--- config.mk ---
export PLATFORM = sky130hd
export DESIGN_NAME = conf_int_mac_dot_prod_seq
export DESIGN_NICKNAME = d
export VERILOG_FILES = /design/src/rtl/conf_int_mac_dot_prod_seq.sv
export SDC_FILE = /design/constraint.sdc
export NUM_CORES = 1
export LEC_CHECK = 0
export BUFFER_PORTS_ARGS = -buffer_cell sky130_fd_sc_hd__buf_4
export CAP_MARGIN = 0
export CORE_MARGIN = 4
export CORE_UTILIZATION = 49
export DETAILED_ROUTE_END_ITERATION = 10
export HOLD_SLACK_MARGIN = 0.05
export PLACE_DENSITY_LB_ADDON = 0.2
export SYNTH_ARGS = -nofsm -noshare
export SYNTH_HDL_FRONTEND = slang
export SYNTH_SLANG_ARGS = --single-unit
--- constraint.sdc ---
create_clock -name clk -period 2.72 [get_ports clk]
set_clock_uncertainty 0.15 [all_clocks]
set_input_delay 0 -clock clk [delete_from_list [all_inputs] [get_ports clk]]
set_output_delay 0 -clock clk [all_outputs]
set_load 0.03 [all_outputs]
--- src/rtl/conf_int_mac_dot_prod_seq.sv ---
// conf_int_mac_dot_prod_seq
// Sequencer for a combinational (flop-less) MAC. It streams operand pairs into the
// MAC and feeds the registered accumulator back as c_in. When all pairs have been
// accumulated it returns the dot product. The accumulator here is the only state on
// the MAC path.
//
// Ports
//   clk, rst            clock, synchronous active-high reset
//   start, len          begin a dot product of len pairs (sampled only in IDLE)
//   in_valid/in_ready   operand pair handshake, in_a/in_b operands
//   mac_a/mac_b         operands to MAC (wired straight from in_a/in_b)
//   mac_c_in            accumulator to MAC
//   mac_d               MAC result (mac_a*mac_b + mac_c_in)
//   res_valid/res_ready result handshake, res_data dot product, res_ovf sticky wrap
//   busy                sequencer not idle
module conf_int_mac_dot_prod_seq #(
  parameter int unsigned OP_BITWIDTH        = 16,
  parameter int unsigned DATA_PATH_BITWIDTH = 16,
  parameter int unsigned LEN_BITWIDTH       = 8
) (
  input  logic                              clk,
  input  logic                              rst,
  input  logic                              start,
  input  logic [LEN_BITWIDTH-1:0]           len,
  input  logic                              in_valid,
  output logic                              in_ready,
  input  logic [DATA_PATH_BITWIDTH-1:0]     in_a,
  input  logic [DATA_PATH_BITWIDTH-1:0]     in_b,
  output logic [DATA_PATH_BITWIDTH-1:0]     mac_a,
  output logic [DATA_PATH_BITWIDTH-1:0]     mac_b,
  output logic [2*DATA_PATH_BITWIDTH-1:0]   mac_c_in,
  input  logic [2*DATA_PATH_BITWIDTH-1:0]   mac_d,
  output logic                              res_valid,
  input  logic                              res_ready,
  output logic [2*DATA_PATH_BITWIDTH-1:0]   res_data,
  output logic                              res_ovf,
  output logic                              busy
);

  localparam int unsigned DW = DATA_PATH_BITWIDTH;
  localparam int unsigned AW = 2 * DW;
  localparam int unsigned LW = LEN_BITWIDTH;

  // The MAC operator width belongs to the MAC instance. This marker block is
  // elaborated only when the MAC would be narrower than the operands routed to it.
  if (OP_BITWIDTH < DATA_PATH_BITWIDTH) begin : g_op_width_below_data_width
  end

  typedef enum logic [1:0] {
    IDLE  = 2'd0,
    ACCUM = 2'd1,
    DONE  = 2'd2
  } state_t;

  state_t         state;
  logic [AW-1:0]  acc;
  logic [LW-1:0]  cnt;
  logic           ovf;
  logic           xfer;

  // Operands pass straight through; the accumulator closes the MAC loop.
  assign mac_a    = in_a;
  assign mac_b    = in_b;
  assign mac_c_in = acc;
  assign res_data = acc;
  assign res_ovf  = ovf;

  assign xfer = in_valid && in_ready;

  // Sequencer FSM with registered handshake outputs.
  always_ff @(posedge clk) begin
    if (rst) begin
      state     <= IDLE;
      acc       <= '0;
      cnt       <= '0;
      ovf       <= 1'b0;
      in_ready  <= 1'b0;
      res_valid <= 1'b0;
      busy      <= 1'b0;
    end else begin
      case (state)
        IDLE: begin
          if (start) begin
            acc  <= '0;
            ovf  <= 1'b0;
            busy <= 1'b1;
            if (len != '0) begin
              cnt      <= len;
              in_ready <= 1'b1;
              state    <= ACCUM;
            end else begin
              res_valid <= 1'b1;
              state     <= DONE;
            end
          end
        end

        ACCUM: begin
          if (xfer) begin
            acc <= mac_d;
            cnt <= cnt - LW'(1);
            // Each product fits in AW bits, so a wrap shows as the sum dropping below acc.
            ovf <= ovf | (mac_d < acc);
            if (cnt == LW'(1)) begin
              in_ready  <= 1'b0;
              res_valid <= 1'b1;
              state     <= DONE;
            end
          end
        end

        DONE: begin
          if (res_ready) begin
            res_valid <= 1'b0;
            busy      <= 1'b0;
            state     <= IDLE;
          end
        end

        default: begin
          in_ready  <= 1'b0;
          res_valid <= 1'b0;
          busy      <= 1'b0;
          state     <= IDLE;
        end
      endcase
    end
  end

endmodule

==> results_dict.tcl, run 1 <==
set metrics [dict create \
    ctsHtreeMaxLevel 2 \
    synth_area_leader_cell "dfxtp_1" \
    cts_root_buffer "clkbuf_8" \
    gp_congestion 0.824 \
    yosys-top-cells-area "dfxtp_1 (28%), buf_4 (15%), ha_1 (13%)" \
    numCtsBuffers 5 \
    ys_ff_latch 46 \
    status "did not finish" \
    ys_types 48 \
    yosysSeqAreaShare_pct 28.5 \
    post_cts_buffers 0 \
    io-pin-count 177 \
    holdBufCountCts 103 \
    synth_most_common_cell "buf_4" \
    cts_resized 0 \
    synthCells 393 \
    synth_edf_count 0 \
    cts_buffer_depth 2 \
    hpwl_um 5780 \
    netlist_area_um2 3240 \
    initial_utilization_pct 50.7 \
    rows 29 \
    async_reset_ff_share_pct 0 \
    die_h_um 89.3 \
    ys.warnings.count 0 \
    cts.sinks 46 \
    lastStage "clock tree synthesis" \
    ys.flop_type "dfxtp_1" \
    dieWidth_um 89.3 \
    synth_area_per_cell_um2 8.23 \
    synth_nets 503 \
    yosysTopAreaCellShare_pct 28.5 \
    port_buffers 112 \
    firstError "[ERROR RSZ-0060] Max buffer count reached." \
    synth_common_cells "buf_4 (64), dfxtp_1 (46), nor2_1 (46)" \
    dp.cells 504 \
]
-- per-stage QoR --
stage,worst slack [ps],instance area (µm²)
2_1_floorplan,606,3240
3_3_place_gp,687,3590
3_5_place_dp,560,3590
-- cell families after synthesis --
kind of cell / after synthesis / synth area share (%)
flops: 46 / 28.5
fa+ha+maj: 33 / 12.8
simple gates: 104 / 15.7
compound gates: 91 / 20.0
buf+inv: 119 / 23.2
==> run 2: changes to the inputs <==
--- a/config.mk
+++ b/config.mk
@@ -8,10 +8,9 @@
 export BUFFER_PORTS_ARGS = -buffer_cell sky130_fd_sc_hd__buf_4
 export CAP_MARGIN = 0
 export CORE_MARGIN = 4
-export CORE_UTILIZATION = 49
+export CORE_UTILIZATION = 39
 export DETAILED_ROUTE_END_ITERATION = 10
-export HOLD_SLACK_MARGIN = 0.05
-export PLACE_DENSITY_LB_ADDON = 0.2
+export PLACE_DENSITY_LB_ADDON = 0.15
 export SYNTH_ARGS = -nofsm -noshare
 export SYNTH_HDL_FRONTEND = slang
 export SYNTH_SLANG_ARGS = --single-unit
==> results_dict.tcl, run 2 <==
set metrics [dict create \
    layout_setup_ws_ps 606 \
    grtUsageTotal_pct 16.6 \
    first_pass_iters 4 \
    dieWidth_um 99.1 \
    worstSetupStartpoint "mac_c_in[11]$_SDFFE_PP0P_" \
    crit_path_end "res_ovf$_SDFFE_PP0P_" \
    post_dp_cell_area_um2 3620 \
    io-pin-count 177 \
    critPathArrivalTime_ps 2150 \
    rows 32 \
    ir_drop_uv 212 \
    synth_nets 503 \
    drc 0 \
    status "complete, no violations" \
    synth_area_leader_cell "dfxtp_1" \
    whs_ps 14.9 \
    numCtsBuffers 5 \
    syn_to_final_growth_pct 37.7 \
    grt_pass1_vias 2934 \
    crit_path_start_kind "register" \
    period_share_pct 77.7 \
    detail-route-antenna-nets 0 \
    yosysSeqAreaShare_pct 28.5 \
    netlist_area_um2 3240 \
    final-setup-viol-count 0 \
    maxSlewHeadroom_pct 53.4 \
    hpwl_um 5820 \
    fillers 718 \
    ctsHtreeMaxLevel 2 \
    finalNetCount 618 \
    synth_most_common_cell "buf_4" \
    finalSetupTns_ps 0 \
    synth_common_cells "buf_4 (64), dfxtp_1 (46), nor2_1 (46)" \
    finalHoldViolCount 0 \
    overflow 0 \
    path_clk_slew_ps 80 \
    dp_slack_ps 628 \
    gp_congestion 0.801 \
    ys.warnings.count 0 \
    min_path_type "in2reg" \
    die_h_um 99.1 \
    ys.flop_type "dfxtp_1" \
    viasPerCell 4.94 \
    antenna-diode-count 0 \
    r2r_cells 7 \
    cts_root_buffer "clkbuf_8" \
    initial_utilization_pct 41.0 \
    clk_latency_ps 290 \
    cts_resized 0 \
    cp.required_ps 2750 \
    synthCells 393 \
    endpoint_kind "register" \
    largest_register_ffs 32 \
    vias 3017 \
    synth_area_per_cell_um2 8.23 \
    dieArea_um2 9820 \
    path_class "reg2reg" \
    rsz0062_at_grt "no" \
    wl_per_cell_um 14.0 \
    final_area_um2 4450 \
    cellLeakagePower_nw 1.91 \
    coreArea_um2 7890 \
    power.density_nw_per_um2 372 \
    grt_first_pass_wirelength_um 13600 \
    cts_buffer_depth 2 \
    ys_types 48 \
    fmax_mhz 473 \
    ys_ff_latch 46 \
    r2r_setup_slack_ps 610 \
    cts.sinks 46 \
    final_common_cell "buf_4" \
    cts_tree "done" \
    grt_max_degree 47 \
    drive_gt1_share_pct 26.9 \
    fin_crit_ps 2110 \
    worstMarginPinSlew_ps 692 \
    r2r-end "res_ovf$_SDFFE_PP0P_" \
    layout_common_cells "buf_4 (115), dlygate4sd3_1 (74), dfxtp_1 (46)" \
    port_buffers 112 \
    grt_antenna_before_repair 0 \
    r2r-start "mac_c_in[11]$_SDFFE_PP0P_" \
    cp_max_fo 4 \
    first_iter_violations 105 \
    drt_wl_total_um 8560 \
    yosysTopAreaCellShare_pct 28.5 \
    async_reset_ff_share_pct 0 \
    yosys-top-cells-area "dfxtp_1 (28%), buf_4 (15%), ha_1 (13%)" \
    slew_violations 0 \
    maxCapViolCount 0 \
    synth_edf_count 0 \
]
[run 2: cell counts after synthesis]
Identical to the previous run, type by type.
[run 2: report_power, final]
group	total, W	switching (W)	internal, W	leakage (nW)
Combinational	0.000499	0.000273	0.000226	1.49
Clock	0.000432	0.000226	0.000205	0.0482
Sequential	0.000724	0.0000277	0.000696	0.374
[run 2: repair_timing]
action,CTS,global route
hold buffers,74,0
hold endpoints to repair,77,0
buffers inserted,0,0
[run 2: worst min-delay path by stage]
stage	start	endpoint	slack [ps]	depth (start not counted)
global placement	in_b[4]	mac_b[4]	-150	0
CTS	rst	mac_c_in[31]$_SDFFE_PP0P_	7	2
finish	rst	mac_c_in[8]$_SDFFE_PP0P_	10	2
floorplan	in_a[0]	mac_a[0]	-20	1
detailed placement	in_b[4]	mac_b[4]	-150	0
global route	rst	mac_c_in[31]$_SDFFE_PP0P_	20	2
[run 2: per-stage QoR]
| step | cells | utilization (%) | power (W) |
|---|---|---|---|
| after floorplan | 393 | - | 0.00107 |
| after global placement | 529 | 45.9 | 0.00110 |
| after detailed placement | 529 | 45.9 | 0.00110 |
| after CTS | 611 | 56.5 | 0.00168 |
| after global routing | 611 | 56.5 | 0.00175 |
| final | 611 | 56.5 | 0.00166 |
[run 2: cells by family after synthesis]
kind of cell,Yosys count,share of synthesized area [%]
AND/OR/NAND/NOR,104,15.7
adder cells (fa/ha/maj),33,12.8
AO/OA/AOI/OAI,91,20.0
buffers and inverters,119,23.2
flip-flops,46,28.5
[run 2: layer usage]
metal / track usage (%) / vias to the layer above / share of wire [%]
met5: 0 / - / 0
met4: 4.41 / 0 / 1.3
met3: 2.34 / 10 / 5.5
met2: 30.9 / 110 / 51
met1: 19.7 / 1369 / 42
li1: - / 1528 / -
[run 2: cell type report]
class / instances / area (µm²) / area share [%]
Sequential cell: 46 / 921 / 20.7
Tap cell: 102 / 128 / 2.87
Inverter: 38 / 143 / 3.20
Clock inverter: 1 / 5.00 / 0.112
Clock buffer: 7 / 86.3 / 1.94
Multi-Input combinational cell: 228 / 1570 / 35.2
Timing Repair Buffer: 189 / 1600 / 36.0
[run 2: worst max-delay path: stages, from the launching register on]
cell,delay (ps)
dfxtp_1,380
inv_1,60
ha_1,310
nand4_1,130
or4_1,530
nor4_1,240
a2111o_1,150
a211oi_1,60
No activity file was read; power rests on OpenSTA's default activity.
==> run 3: changes to the inputs <==
--- a/config.mk
+++ b/config.mk
@@ -5,6 +5,7 @@
 export SDC_FILE = /design/constraint.sdc
 export NUM_CORES = 1
 export LEC_CHECK = 0
+export ABC_AREA = 1
 export BUFFER_PORTS_ARGS = -buffer_cell sky130_fd_sc_hd__buf_4
 export CAP_MARGIN = 0
 export CORE_MARGIN = 4
==> constraint.sdc (replaced) <==
create_clock -name clk -period 1.9 [get_ports clk]
set_clock_uncertainty 0.15 [all_clocks]
set_input_delay 0 -clock clk [delete_from_list [all_inputs] [get_ports clk]]
set_output_delay 0 -clock clk [all_outputs]
set_load 0.03 [all_outputs]
==> results_dict.tcl, run 3 <==
set metrics [dict create \
    numCtsBuffers 5 \
    synth_most_common_cell "nand2_1" \
    finalHoldViolCount 0 \
    path_class "in2reg" \
    gp_congestion 0.779 \
    hp-start "in_valid" \
    hpwl_um 5690 \
    ir_drop_uv 405 \
    async_reset_ff_share_pct 0 \
    synth_nets 558 \
    synth_edf_count 0 \
    dieWidth_um 98.5 \
    wl_per_cell_um 12.5 \
    cpLargestDelayFamily "buffers and inverters" \
    synth_area_leader_cell "dfxtp_1" \
    status "complete, no violations" \
    drt_wl_total_um 8380 \
    worstSetupStartpoint "len[3]" \
    finalNetCount 678 \
    cp_cell_sequence "dlygate4sd3_1 > buf_4 > nor4_1 > and2_1 > nand2_1 > nand2_2 > inv_2 > o21ai_0 > a31oi_1" \
    regArea_um2 927 \
    netlist_area_um2 3200 \
    crit_path_start_kind "input port" \
    syn_to_final_growth_pct 41.3 \
    fin_crit_ps 1740 \
    cts_buffer_depth 2 \
    path_clk_slew_ps 90 \
    fmax_mhz 575 \
    slowest_delay_ps 540 \
    antenna-diode-count 0 \
    largest_register_ffs 32 \
    critPathArrivalTime_ps 1770 \
    first_iter_violations 101 \
    clk_latency_ps 300 \
    die_h_um 98.5 \
    overflow 0 \
    viasPerCell 4.66 \
    r2r-start "mac_c_in[3]$_SDFFE_PP0P_" \
    finish.utilization_pct 57.6 \
    yosysTopAreaCellShare_pct 28.8 \
    maxCapViolCount 0 \
    layout_common_cells "buf_4 (113), nand2_1 (109), dlygate4sd3_1 (75)" \
    min_path_type "in2reg" \
    cellLeakagePower_nw 2.00 \
    port_buffers 112 \
    grt_antenna_before_repair 0 \
    final_common_cell "buf_4" \
    rsz0062_at_grt "no" \
    grt_pass1_vias 2959 \
    ys_types 30 \
    dieArea_um2 9710 \
    vias 3127 \
    coreArea_um2 7850 \
    ys_ff_latch 46 \
    maxSlewHeadroom_pct 69.9 \
    drc 0 \
    multi_input_area_um2 1550 \
    rows 32 \
    slew_violations 0 \
    whs_ps 33.3 \
    cts_tree "done" \
    synthCells 448 \
    detail-route-antenna-nets 0 \
    fillers 741 \
    ys.flop_type "dfxtp_1" \
    final-setup-viol-count 0 \
    finalSetupTns_ps 0 \
    yosysSeqAreaShare_pct 28.8 \
    slowest_stage "dlygate4sd3_1" \
    power.density_nw_per_um2 564 \
    grtUsageTotal_pct 16.1 \
    worstMarginPinSlew_ps 452 \
    endpoint_kind "register" \
    ys.warnings.count 0 \
    cp.required_ps 1930 \
    grt_max_degree 40 \
    period_share_pct 91.5 \
    synth_common_cells "nand2_1 (109), buf_4 (64), a21oi_1 (58)" \
    post_cts_buffers 0 \
    synth_area_per_cell_um2 7.14 \
    yosys-top-cells-area "dfxtp_1 (29%), buf_4 (15%), ha_1 (13%)" \
    drive_gt1_share_pct 26.0 \
    cts_root_buffer "clkbuf_8" \
    worst-path-buf-inv 3 \
    initial_utilization_pct 40.7 \
    ctsHtreeMaxLevel 2 \
    cts.sinks 46 \
    cp_max_fo 11 \
    io-pin-count 177 \
    first_pass_iters 5 \
    grt_first_pass_wirelength_um 13200 \
]
run 3: cell type report:
type                            instances  share of cell area, %
Multi-Input combinational cell        271                   34.2
Inverter                               55                   4.57
Sequential cell                        46                   20.5
Timing Repair Buffer                  189                   35.8
Clock buffer                            7                   1.91
Clock inverter                          1                  0.111
Tap cell                              102                   2.82
run 3: power by group:
group / leakage [nW] / switching, W / total (W) / internal (W)
logic: 1.57 / 0.000486 / 0.000855 / 0.000369
registers: 0.376 / 0.0000486 / 0.00106 / 0.00101
clock network: 0.0482 / 0.000339 / 0.000633 / 0.000295
run 3: final timing paths:
check                          end  slack [ps]  depth (start not counted)
max reg2reg   res_ovf$_SDFFE_PP0P_         200                         13
min reg2reg   res_ovf$_SDFFE_PP0P_         310                          2
max            cnt[0]$_SDFFE_PP0P_         160                          9
min          state[0]$_SDFFE_PP0P_          30                          4
run 3: repair_timing:
action	in CTS	in global routing
hold buffers	75	0
resized for setup	0	7
endpoints found under the hold margin	76	0
setup endpoints to repair	0	2
run 3: per-layer routing:
layer | share of wire [%] | track usage (%) | wire length [µm] | vias up
met5 | 0 | 0 | 0 | -
met4 | 0.49 | 2.94 | 41 | 0
met3 | 7.5 | 3.18 | 629 | 5
met2 | 49 | 28.8 | 4150 | 131
met1 | 43 | 20.1 | 3560 | 1384
li1 | - | - | - | 1607
run 3: worst reg2reg max path, cell delays in order (launching register included):
cell and delay, ps:
dfxtp_1 380, inv_1 60, ha_1 300, a21oi_1 140
nand2_1 90, nand2_1 60, nand2_1 50, nand2_1 50
nand2_1 60, nand2_1 60, nand2_1 50, nand2_1 50
nand2_1 40, a21oi_1 100
run 3: cells by family (layout without fill, tap and decap cells):
kind of cell / count (synthesis) / count (layout) / share of synthesized area [%]
AO/OA/AOI/OAI: 82 / 82 / 13.5
XOR/XNOR: 4 / 4 / 1.10
adder cells (fa/ha/maj): 33 / 33 / 12.9
buffers and inverters: 131 / 252 / 23.3
flip-flops: 46 / 46 / 28.8
AND/OR/NAND/NOR: 152 / 152 / 20.4
run 3: per-stage QoR:
stage          cell area, µm²  std cells  worst slack [ps]  power, W
4_1_cts                  4500        671               118   0.00258
3_3_place_gp             3660        588               193   0.00173
3_5_place_dp             3660        588               144   0.00174
6_report                 4520        671               162   0.00255
2_1_floorplan            3200        448              87.8   0.00165
5_1_grt                  4520        671              1.69   0.00271
